$ cat src/rtl/imem_loader.sv
// Boot loader: assembles a little-endian byte stream into words, writes them to instruction
// memory and holds the core in reset until the image is in. Optional IMEM_LOADER_CHECKSUM_EN.
module imem_loader #(
    parameter int DATA_WIDTH = 32,
    parameter int ADDR_WIDTH = 12
) (
    input  logic                  clk,
    input  logic                  rst,
    input  logic                  in_valid,
    input  logic [7:0]            in_data,
    output logic                  in_ready,
    output logic                  imem_we,
    output logic [ADDR_WIDTH-1:0] imem_addr,
    output logic [DATA_WIDTH-1:0] imem_wdata,
    output logic                  cpu_rst,
    output logic                  done,
    output logic                  error
);

    localparam logic [31:0] MAX_WORDS = 32'(2 ** (ADDR_WIDTH - 2));

`ifdef IMEM_LOADER_CHECKSUM_EN
    typedef enum logic [2:0] {S_LEN, S_DATA, S_CHK, S_RUN, S_ERR} state_t;
    localparam state_t AFTER_DATA = S_CHK;
`else
    typedef enum logic [2:0] {S_LEN, S_DATA, S_RUN, S_ERR} state_t;
    localparam state_t AFTER_DATA = S_RUN;
`endif

    state_t                  state;
    state_t                  state_next;
    logic [1:0]              byte_cnt;
    logic [23:0]             asm_lo;
    logic [ADDR_WIDTH-2:0]   word_idx;
    logic [31:0]             len;
    logic                    take;
    logic                    last_byte;
    logic [DATA_WIDTH-1:0]   word;
`ifdef IMEM_LOADER_CHECKSUM_EN
    logic [31:0]             acc;
`endif

    // The fourth byte completes a word in the same cycle it arrives, so use it directly.
    assign take      = in_valid & in_ready;
    assign last_byte = take && (byte_cnt == 2'd3);
    assign word      = {in_data, asm_lo};

    always_ff @(posedge clk) begin
        if (rst) state <= S_LEN;
        else     state <= state_next;
    end

    always_comb begin
        state_next = state;
        case (state)
            S_LEN: begin
                if (last_byte) begin
                    if (word > MAX_WORDS)  state_next = S_ERR;
                    else if (word == '0)   state_next = AFTER_DATA;
                    else                   state_next = S_DATA;
                end
            end
            S_DATA: begin
                if (last_byte && (32'(word_idx) == len - 32'd1)) state_next = AFTER_DATA;
            end
`ifdef IMEM_LOADER_CHECKSUM_EN
            S_CHK: begin
                if (last_byte) state_next = (word == acc) ? S_RUN : S_ERR;
            end
`endif
            default: state_next = state;
        endcase
    end

    always_comb begin
        in_ready = 1'b0;
        case (state)
            S_LEN, S_DATA: in_ready = 1'b1;
`ifdef IMEM_LOADER_CHECKSUM_EN
            S_CHK:         in_ready = 1'b1;
`endif
            default:       in_ready = 1'b0;
        endcase
    end

    // Datapath and registered outputs; cpu_rst/done/error lag the state by one cycle so the
    // final write strobe always lands before the core leaves reset.
    always_ff @(posedge clk) begin
        if (rst) begin
            byte_cnt   <= '0;
            asm_lo     <= '0;
            word_idx   <= '0;
            len        <= '0;
            imem_we    <= 1'b0;
            imem_addr  <= '0;
            imem_wdata <= '0;
            cpu_rst    <= 1'b1;
            done       <= 1'b0;
            error      <= 1'b0;
`ifdef IMEM_LOADER_CHECKSUM_EN
            acc        <= '0;
`endif
        end else begin
            imem_we <= 1'b0;
            cpu_rst <= (state != S_RUN);
            done    <= (state == S_RUN);
            error   <= (state == S_ERR);
            if (take) begin
                byte_cnt <= byte_cnt + 2'd1;
                case (byte_cnt)
                    2'd0:    asm_lo[7:0]   <= in_data;
                    2'd1:    asm_lo[15:8]  <= in_data;
                    2'd2:    asm_lo[23:16] <= in_data;
                    default: ;
                endcase
            end
            if (last_byte && (state == S_LEN)) len <= word;
            if (last_byte && (state == S_DATA)) begin
                imem_we    <= 1'b1;
                imem_addr  <= {word_idx[ADDR_WIDTH-3:0], 2'b00};
                imem_wdata <= word;
                word_idx   <= word_idx + (ADDR_WIDTH - 1)'(1);
`ifdef IMEM_LOADER_CHECKSUM_EN
                acc        <= acc + word;
`endif
            end
        end
    end

endmodule

$ cat config.mk
export PLATFORM = sky130hd
export DESIGN_NAME = imem_loader
export DESIGN_NICKNAME = d
export VERILOG_FILES = /design/src/rtl/imem_loader.sv
export SDC_FILE = /design/constraint.sdc
export NUM_CORES = 1
export LEC_CHECK = 0
export BUFFER_PORTS_ARGS = -buffer_cell sky130_fd_sc_hd__buf_2
export CAP_MARGIN = 5
export CORE_MARGIN = 2
export CORE_UTILIZATION = 46
export CTS_CLUSTER_DIAMETER = 60
export CTS_CLUSTER_SIZE = 25
export DETAILED_ROUTE_END_ITERATION = 16
export PLACE_DENSITY_LB_ADDON = 0.25
export SYNTH_ARGS = -nofsm -noshare
export SYNTH_HDL_FRONTEND = slang
export SYNTH_SLANG_ARGS = --single-unit
$ cat constraint.sdc
create_clock -name clk -period 3.09 [get_ports clk]
set_input_delay 0.618 -clock clk [delete_from_list [all_inputs] [get_ports clk]]
set_output_delay 0.618 -clock clk [all_outputs]
set_load 0.05 [all_outputs]
After elaboration in Yosys (flattened, before gate mapping)
Index checks and enable logic that the tools add are counted.
{ "word_totals": {"ff_bits": 118, "inputBits": 11, "out_inout_bits": 49, "elab_cells": 48} }
{ "op_classes": {"n_addsub": 3, "magnitude_cmp": 1, "eq_ne": 10, "muxes": 7, "n_bitwise": 1, "n_reduce_logical": 13} }
{ "ops": {"columns": ["operator", "count"], "rows": [
  ["$eq A11 B32 Y1", 1],
  ["$gt A32 B11 Y1 const B", 1],
  ["$logic_not A32 Y1", 1],
  ["$sub A32 B1 Y32 const B", 1],
  ["$add A11 B1 Y11 const B", 1],
  ["$eq A3 B2 Y1 const B", 2],
  ["$mux W3", 2],
  ["$pmux W3 S2", 1],
  ["$reduce_and A2 Y1", 3],
  ["$eq A2 B2 Y1 const B", 2],
  ["$logic_and A1 B1 Y1", 4],
  ["$mux W2", 2],
  ["$ne A2 B2 Y1 const B", 2],
  ["$eq A3 B1 Y1 const B", 1],
  ["$logic_not A3 Y1", 1],
  ["$ne A3 B2 Y1 const B", 1],
  ["$reduce_and A3 Y1", 1],
  ["$add A2 B1 Y2 const B", 1],
  ["$eq A2 B1 Y1 const B", 1],
  ["$logic_not A2 Y1", 1],
  ["$mux W1", 2],
  ["$reduce_bool A2 Y1", 1],
  ["$reduce_or A2 Y1", 1],
  ["$and A1 B1 Y1", 1]
]} }

Longest topological paths before layout
Gate-level depths: netlist of run 1.
{ "logic_depth": {"depth_word": 8, "depth_mapped": 10, "mapped_depth_nobuf": 9} }

Least setup slack after synthesis of run 1
OpenSTA, ideal clock, no wires.
{ "synth_timing": {"path_kind": "flip-flop to flip-flop", "start": "reg len[8]", "end": "reg state[0]", "setup_ns": 0.129, "arrival_time_ns": 2.220, "required_time_ns": 2.961, "setup_slack_ns": 0.740, "stages_incl_launch_ff": 9, "path_buffers": 1, "period_less_slack_ns": 2.350, "cell_sequence": "dfxtp_1 > buf_6 > or4_4 > or4_4 > o21ai_2 > nand3_1 > a2111oi_2 > and3_1 > nor3_2"} }
{ "synth_via": {"elab_chain_len": 5} }
{ "synth_lines": {"columns": ["item", "line_no", "source"], "rows": [
  ["start, declared", "35", "logic [31:0] len;"],
  ["start signal, assigned", "117", "if (last_byte && (state == S_LEN)) len <= word;"],
  ["$sub A32 B1 Y32", "64", "if (last_byte && (32'(word_idx) == len - 32'd1)) state_next = AFTER_DATA;"],
  ["$eq A11 B32 Y1", "64", null],
  ["$logic_and A1 B1 Y1", "64", null],
  ["$ne A2 B2 Y1 (no line)", null, null],
  ["$reduce_and A3 Y1 (no line)", null, null],
  ["end signal, assigned", "50", "else state <= state_next;"],
  ["end, declared", "30", "state_t state;"]
]} }
Every way passes these cells.
A chain may end at the register's enable or synchronous reset.

Final worst setup path of run 1
Ends and elaborated chain as after synthesis.

==> out/metrics.yaml, run 1 <==
final_cells: 841
drt_pass1_iterations: 5
root_buffer: "clkbuf_8"
postCtsSetupBuffers: 0
synth.distinct_cells: 46
vdd_drop_max_mv: 0.288
dpl.cell_count: 810
cts_resized: 0
worstHoldStart: "in_data[6]"
status: "finished clean"
fillCellCount: 1071
rrSetupSlack_ns: 0.48
cts_num_sinks: 117
final_antenna_net_count: 0
cts_tree: "done"
dr_wl_met2_mm: 6.28
final_nets: 706
synth_ff_type: "dfxtp_1"
setup.worst_path.end: "state[0]"
h-tree-depth: 4
drive_gt1_share_pct: 15.1
numCtsBuffers: 17
criticalPathCategory: "reg2reg"
power_switching_uw: 837
cp_max_fo: 10
hold_viol_final: 0
start_util_pct: 46.6
finalWirelength_mm: 13.2
netlist_instances: 646
synth_area_per_cell_um2: 7.75
grt_use_total_pct: 23.7
r2r_end: "state[0]"
dp.final_hpwl_mm: 9.08
fp.dieW_um: 108
regArea_mm2: 0.00234
critical_path.endpoint_type: "flop"
grt_antenna_before_repair: 0
synth-edff-count: 0
power_frac_seq_pct: 43.5
regToRegStartpoint: "len[8]"
clkPwrFrac_pct: 51.9
total_power_uw: 3570
crit_path_start: "len[8]"
drcViolationCount: 0
core_area_mm2: 0.0107
route.vias.total: 4636
cp.arrival_ns: 3.01
power_frac_comb_pct: 4.5
hold_buffers: 0
relSlewSlack_pct: 53.4
clk_pin_slew_worst_paths_ns: 0.06
finalClockSkew_ns: 0.00838
met3_length_um: 574
max_freq_mhz: 383
portBuffers: 57
area_growth_pct: 18.8
postLayoutCellArea_mm2: 0.00595
drt_iter0_markers: 262
clkLatencyLatePin_ns: 0.52
antenna_cells: 0
tightest_slew_ns: 0.698
m1WireLength_mm: 6.08
slew_viol_final: 0
fp.dieArea_mm2: 0.0117
die_y_um: 108
grt_pass1_vias: 4317
max_cap_violations: 0
finalSetupTns_ns: 0
vias_per_cell: 5.51
final_core_util_pct: 55.4
post-route-min-period_ns: 2.61
yosysWarnings: 0
grt_overflow: 0
wl_per_cell_um: 15.7
reg2reg_depth: 7
gp_congestion: 0.866
syn_area_mm2: 0.00501
top_layer: "met4"
async_flop_share_pct: 0
cp_data_required_time_ns: 3.49
rows: 38
clockBufferDepth: 2
power.leakage_uw: 0.00221
grt_pass1_wl_mm: 21.6
intPower_uw: 2740
ys_ff_latch: 117
pwr_density_cell_mw_per_mm2: 601
ys_seq_area_share_pct: 46.8
p_sw_share_pct: 23.4
multi_input_comb_area_mm2: 0.00246
io_pins: 60
placed_cell_area_mm2: 0.00539
finalCritPeriodShare_pct: 84.5
hold_path.class: "in2reg"
finalSetupViolations: 0
grt_setup_unrepaired: "no"
grt_start_max_net_pins: 67
start_kind: "flop"
-- area by class of cell --
cell class	instances	share of cell area [%]
Clock inverter	13	2.27
Timing Repair Buffer	68	6.44
Sequential cell	117	39.4
Tap cell	140	2.94
Multi-Input combinational cell	479	41.4
Inverter	6	0.379
Clock buffer	18	7.19
-- power by group through the flow --
stage               clock network [uW]  logic, uW  registers [uW]
floorplan                            0        112            1580
global placement                     0        157            1590
detailed placement                   0        161            1590
CTS                               1880        161            1550
global route                      1950        179            1560
finish                            1860        162            1550
-- per-stage QoR --
stage	setup slack (ns)	hold slack, ns
6_report	0.480	0.424
5_1_grt	0.264	0.414
4_1_cts	0.516	0.406
3_5_place_dp	0.534	0.444
3_3_place_gp	0.571	0.438
2_1_floorplan	0.740	0.431
-- worst min-delay path by stage --
stage | end | slack (ns) | cells after the start
floorplan | len[28] | 0.43 | 2
global placement | imem_addr[10] | 0.44 | 2
detailed placement | len[28] | 0.44 | 2
CTS | len[28] | 0.41 | 3
global route | imem_wdata[31] | 0.41 | 3
finish | len[30] | 0.42 | 3
-- kinds of logic after synthesis --
group                      count (synthesis)  share of synthesized area [%]
xor gates and xnor gates                  27                           4.72
other                                      1                         0.0749
adders and majority gates                  6                           1.50
buffers and inverters                     51                           4.15
DFF                                      117                           46.8
AOI/OAI and AO/OA                        125                           13.4
and+or+nand+nor                          319                           29.4
-- state kept, by name, summed over array words and instances, names as in the netlist --
name / cells
error: 1
asm_lo: 24
imem_wdata: 32
cpu_rst: 1
imem_we: 1
done: 1
len: 32
byte_cnt: 2
imem_addr: 10
state: 2
word_idx: 11
-- worst max-delay path, stage by stage (launching register included) --
cell and delay, ns:
dfxtp_1 0.40, or4_4 0.60, nor4_1 0.52, nand4_1 0.19, xnor2_1 0.16, nor4_1 0.36
and3_1 0.23, nor3_2 0.04
-- routing by layer --
metal	global-route usage (%)	up-vias
met4	9.52	0
li1	-	2290
met3	5.12	25
met5	0	-
met2	38.1	114
met1	31.2	2207
-- placed cells by master (no fill, tap or decap), types with 13 or more instances in the layout --
cell type  count
nand2_1      186
nor2_1        27
dfxtp_1      117
xor2_1        13
nor4_1        14
buf_2         56
a21oi_1      104
xnor2_1       14
clkbuf_16     16
nand3_1       34
-- cell usage after synthesis (all sizes together) (2+ instances only) --
| master | instances | share of area (%) |
|---|---|---|
| xnor2 | 14 | 2.4 |
| or3 | 9 | 1.1 |
| nor4 | 15 | 2.0 |
| dfxtp | 117 | 47 |
| nor3 | 7 | 0.80 |
| nor3b | 4 | 0.60 |
| a21oi | 104 | 10 |
| nor2 | 27 | 2.0 |
| o21ai | 9 | 0.97 |
| a31oi | 2 | 0.25 |
| inv | 6 | 0.45 |
| ha | 6 | 1.5 |
| nand4 | 12 | 1.5 |
| nor2b | 3 | 0.37 |
| nand2 | 186 | 14 |
| and3 | 3 | 0.37 |
| nand4b | 3 | 0.52 |
| nor4b | 2 | 0.35 |
| and4 | 2 | 0.35 |
| clkbuf | 39 | 2.9 |
| or4 | 8 | 1.3 |
| xor2 | 13 | 2.3 |
| nand3 | 34 | 3.4 |
| buf | 6 | 0.77 |
No activity file was read; power rests on OpenSTA's default activity.
==> run 2, diff against run 1 <==
clock period = 2.3 ns   (was 3.09 ns; I/O delays follow)
==> out/metrics.yaml, run 2 (synthesized netlist as in run 1, its figures left out) <==
cp_max_fo: 3
regToRegStartpoint: "len[8]"
numCtsBuffers: 17
gp_congestion: 0.961
drt_pass1_iterations: 6
power_frac_comb_pct: 5.0
portBuffers: 57
clkLatencyLatePin_ns: 0.53
reg_top3: "imem_wdata (32), len (32), asm_lo (24)"
dp_slack_ns: -0.151
pwr_density_cell_mw_per_mm2: 752
p_sw_share_pct: 22.5
post-route-min-period_ns: 2.28
vdd_drop_max_mv: 0.398
path_common_cell: "or4_4"
dp.final_hpwl_mm: 9.85
grt_start_max_net_pins: 48
grt_use_total_pct: 24.6
fillCellCount: 990
grt_overflow: 0
postLayoutCellArea_mm2: 0.00637
max_freq_mhz: 438
cp_num_buf_inv: 0
final_nets: 752
die_y_um: 108
final_antenna_net_count: 0
cp.arrival_ns: 2.69
power.leakage_uw: 0.00248
finalWirelength_mm: 13.9
vias_per_cell: 5.40
hold_path.class: "in2reg"
grt_setup_unrepaired: "yes"
start_kind: "flop"
fin_ws_ns: 0.0173
relSlewSlack_pct: 65.8
critical_path.endpoint_type: "flop"
clk_pin_slew_worst_paths_ns: 0.06
intPower_uw: 3710
fp.dieArea_mm2: 0.0117
cpMaxStageDelayCell: "or4_4"
crit_path_start: "len[8]"
route.vias.total: 4794
max_stage_delay_ns: 0.57
root_buffer: "clkbuf_8"
core_area_mm2: 0.0107
cts_num_sinks: 117
finalClockSkew_ns: 0.0161
start_util_pct: 46.6
final_common_cell: "nand2_1"
clkPwrFrac_pct: 51.4
wl_per_cell_um: 15.6
drive_gt1_share_pct: 21.7
crit_chain: "or4_4 > or4_4 > o21ai_2 > nand3_2 > a2111oi_4 > and3_1 > nor3_2"
dpl.cell_count: 851
final_cell_mix: "nand2_1 (186), dfxtp_1 (116), a21oi_1 (104)"
crit_family: "simple AND/OR/NAND/NOR gates"
hold_buffers: 0
cp_data_required_time_ns: 2.70
slew_viol_final: 0
h-tree-depth: 4
power_frac_seq_pct: 43.6
clockBufferDepth: 2
grt_pass1_wl_mm: 22.0
grt_pass1_vias: 4377
io_pins: 60
status: "finished clean"
grt_antenna_before_repair: 0
drt_iter0_markers: 320
worstHoldStart: "in_data[6]"
fp.dieW_um: 108
cts_tree: "done"
drcViolationCount: 0
tightest_slew_ns: 0.511
multi_input_comb_area_mm2: 0.00255
max_cap_violations: 0
antenna_cells: 0
criticalPathCategory: "reg2reg"
hold_viol_final: 0
finalSetupViolations: 0
placed_cell_area_mm2: 0.00569
final_cells: 887
regArea_mm2: 0.00234
rows: 38
power_switching_uw: 1080
finalCritPeriodShare_pct: 99.2
area_growth_pct: 27.3
run 2: cell types whose count changed in the layout (fill, tap and decap cells not counted), moves of 2 or more:
cell / change
o21ai_1: +2
or4_4: +3
o21ai_0: -2
clkinv_2: +4
or4_1: -3
nor4_1: -3
nor4_4: +2
buf_4: +45
clkinvlp_4: -5
run 2: worst register-to-register path, stage by stage (launching register included):
cell and delay, ns:
dfxtp_1 0.31, or4_4 0.57, or4_4 0.56, o21ai_2 0.15
nand3_2 0.11, a2111oi_4 0.22, and3_1 0.22, nor3_2 0.04
run 2: repair_timing:
item                                    4_1_cts  5_1_grt
resized for setup                             7       10
pin swaps                                     2        6
endpoints found under the setup margin        2        2
gates cloned                                  0        1
setup buffers                                 0        4
run 2: through the flow:
stage | setup TNS, ns | power [uW] | util (%) | hold WS (ns)
after detailed placement | -0.228 | 2360 | 53.0 | 0.443
after floorplan | -0.0497 | 2270 | - | 0.431
after global routing | -0.121 | 4950 | 59.3 | 0.272
after CTS | 0 | 4820 | 58.5 | 0.261
after global placement | -0.281 | 2360 | 53.0 | 0.438
final | 0 | 4790 | 59.3 | 0.283
run 2: power groups by stage:
| stage | logic (uW) | clock network, uW | registers [uW] |
|---|---|---|---|
| 2_1_floorplan | 150 | 0 | 2120 |
| 3_3_place_gp | 228 | 0 | 2130 |
| 3_5_place_dp | 233 | 0 | 2130 |
| 4_1_cts | 235 | 2500 | 2090 |
| 5_1_grt | 264 | 2590 | 2090 |
| 6_report | 240 | 2460 | 2090 |
run 2: cell type report:
type,instances,area share (%)
Multi-Input combinational cell,479,40.0
Sequential cell,117,36.8
Timing Repair Buffer,114,11.5
Clock buffer,20,6.99
Tap cell,140,2.75
Clock inverter,11,1.71
Inverter,6,0.353
run 2: path summary, 6_finish.rpt:
path	to	slack, ns	depth (start not counted)
setup reg to reg	state[0]	0.02	7
hold / removal	imem_wdata[30]	0.28	3
hold reg to reg	imem_wdata[30]	0.45	2
setup / recovery	state[0]	0.02	7
run 2: routing by layer:
layer	vias up	part of all wire (%)	global-route usage (%)
li1	2372	-	-
met1	2242	44	30.9
met2	140	47	39.7
met3	40	5.0	5.61
met4	0	3.8	12.0
met5	-	0	0
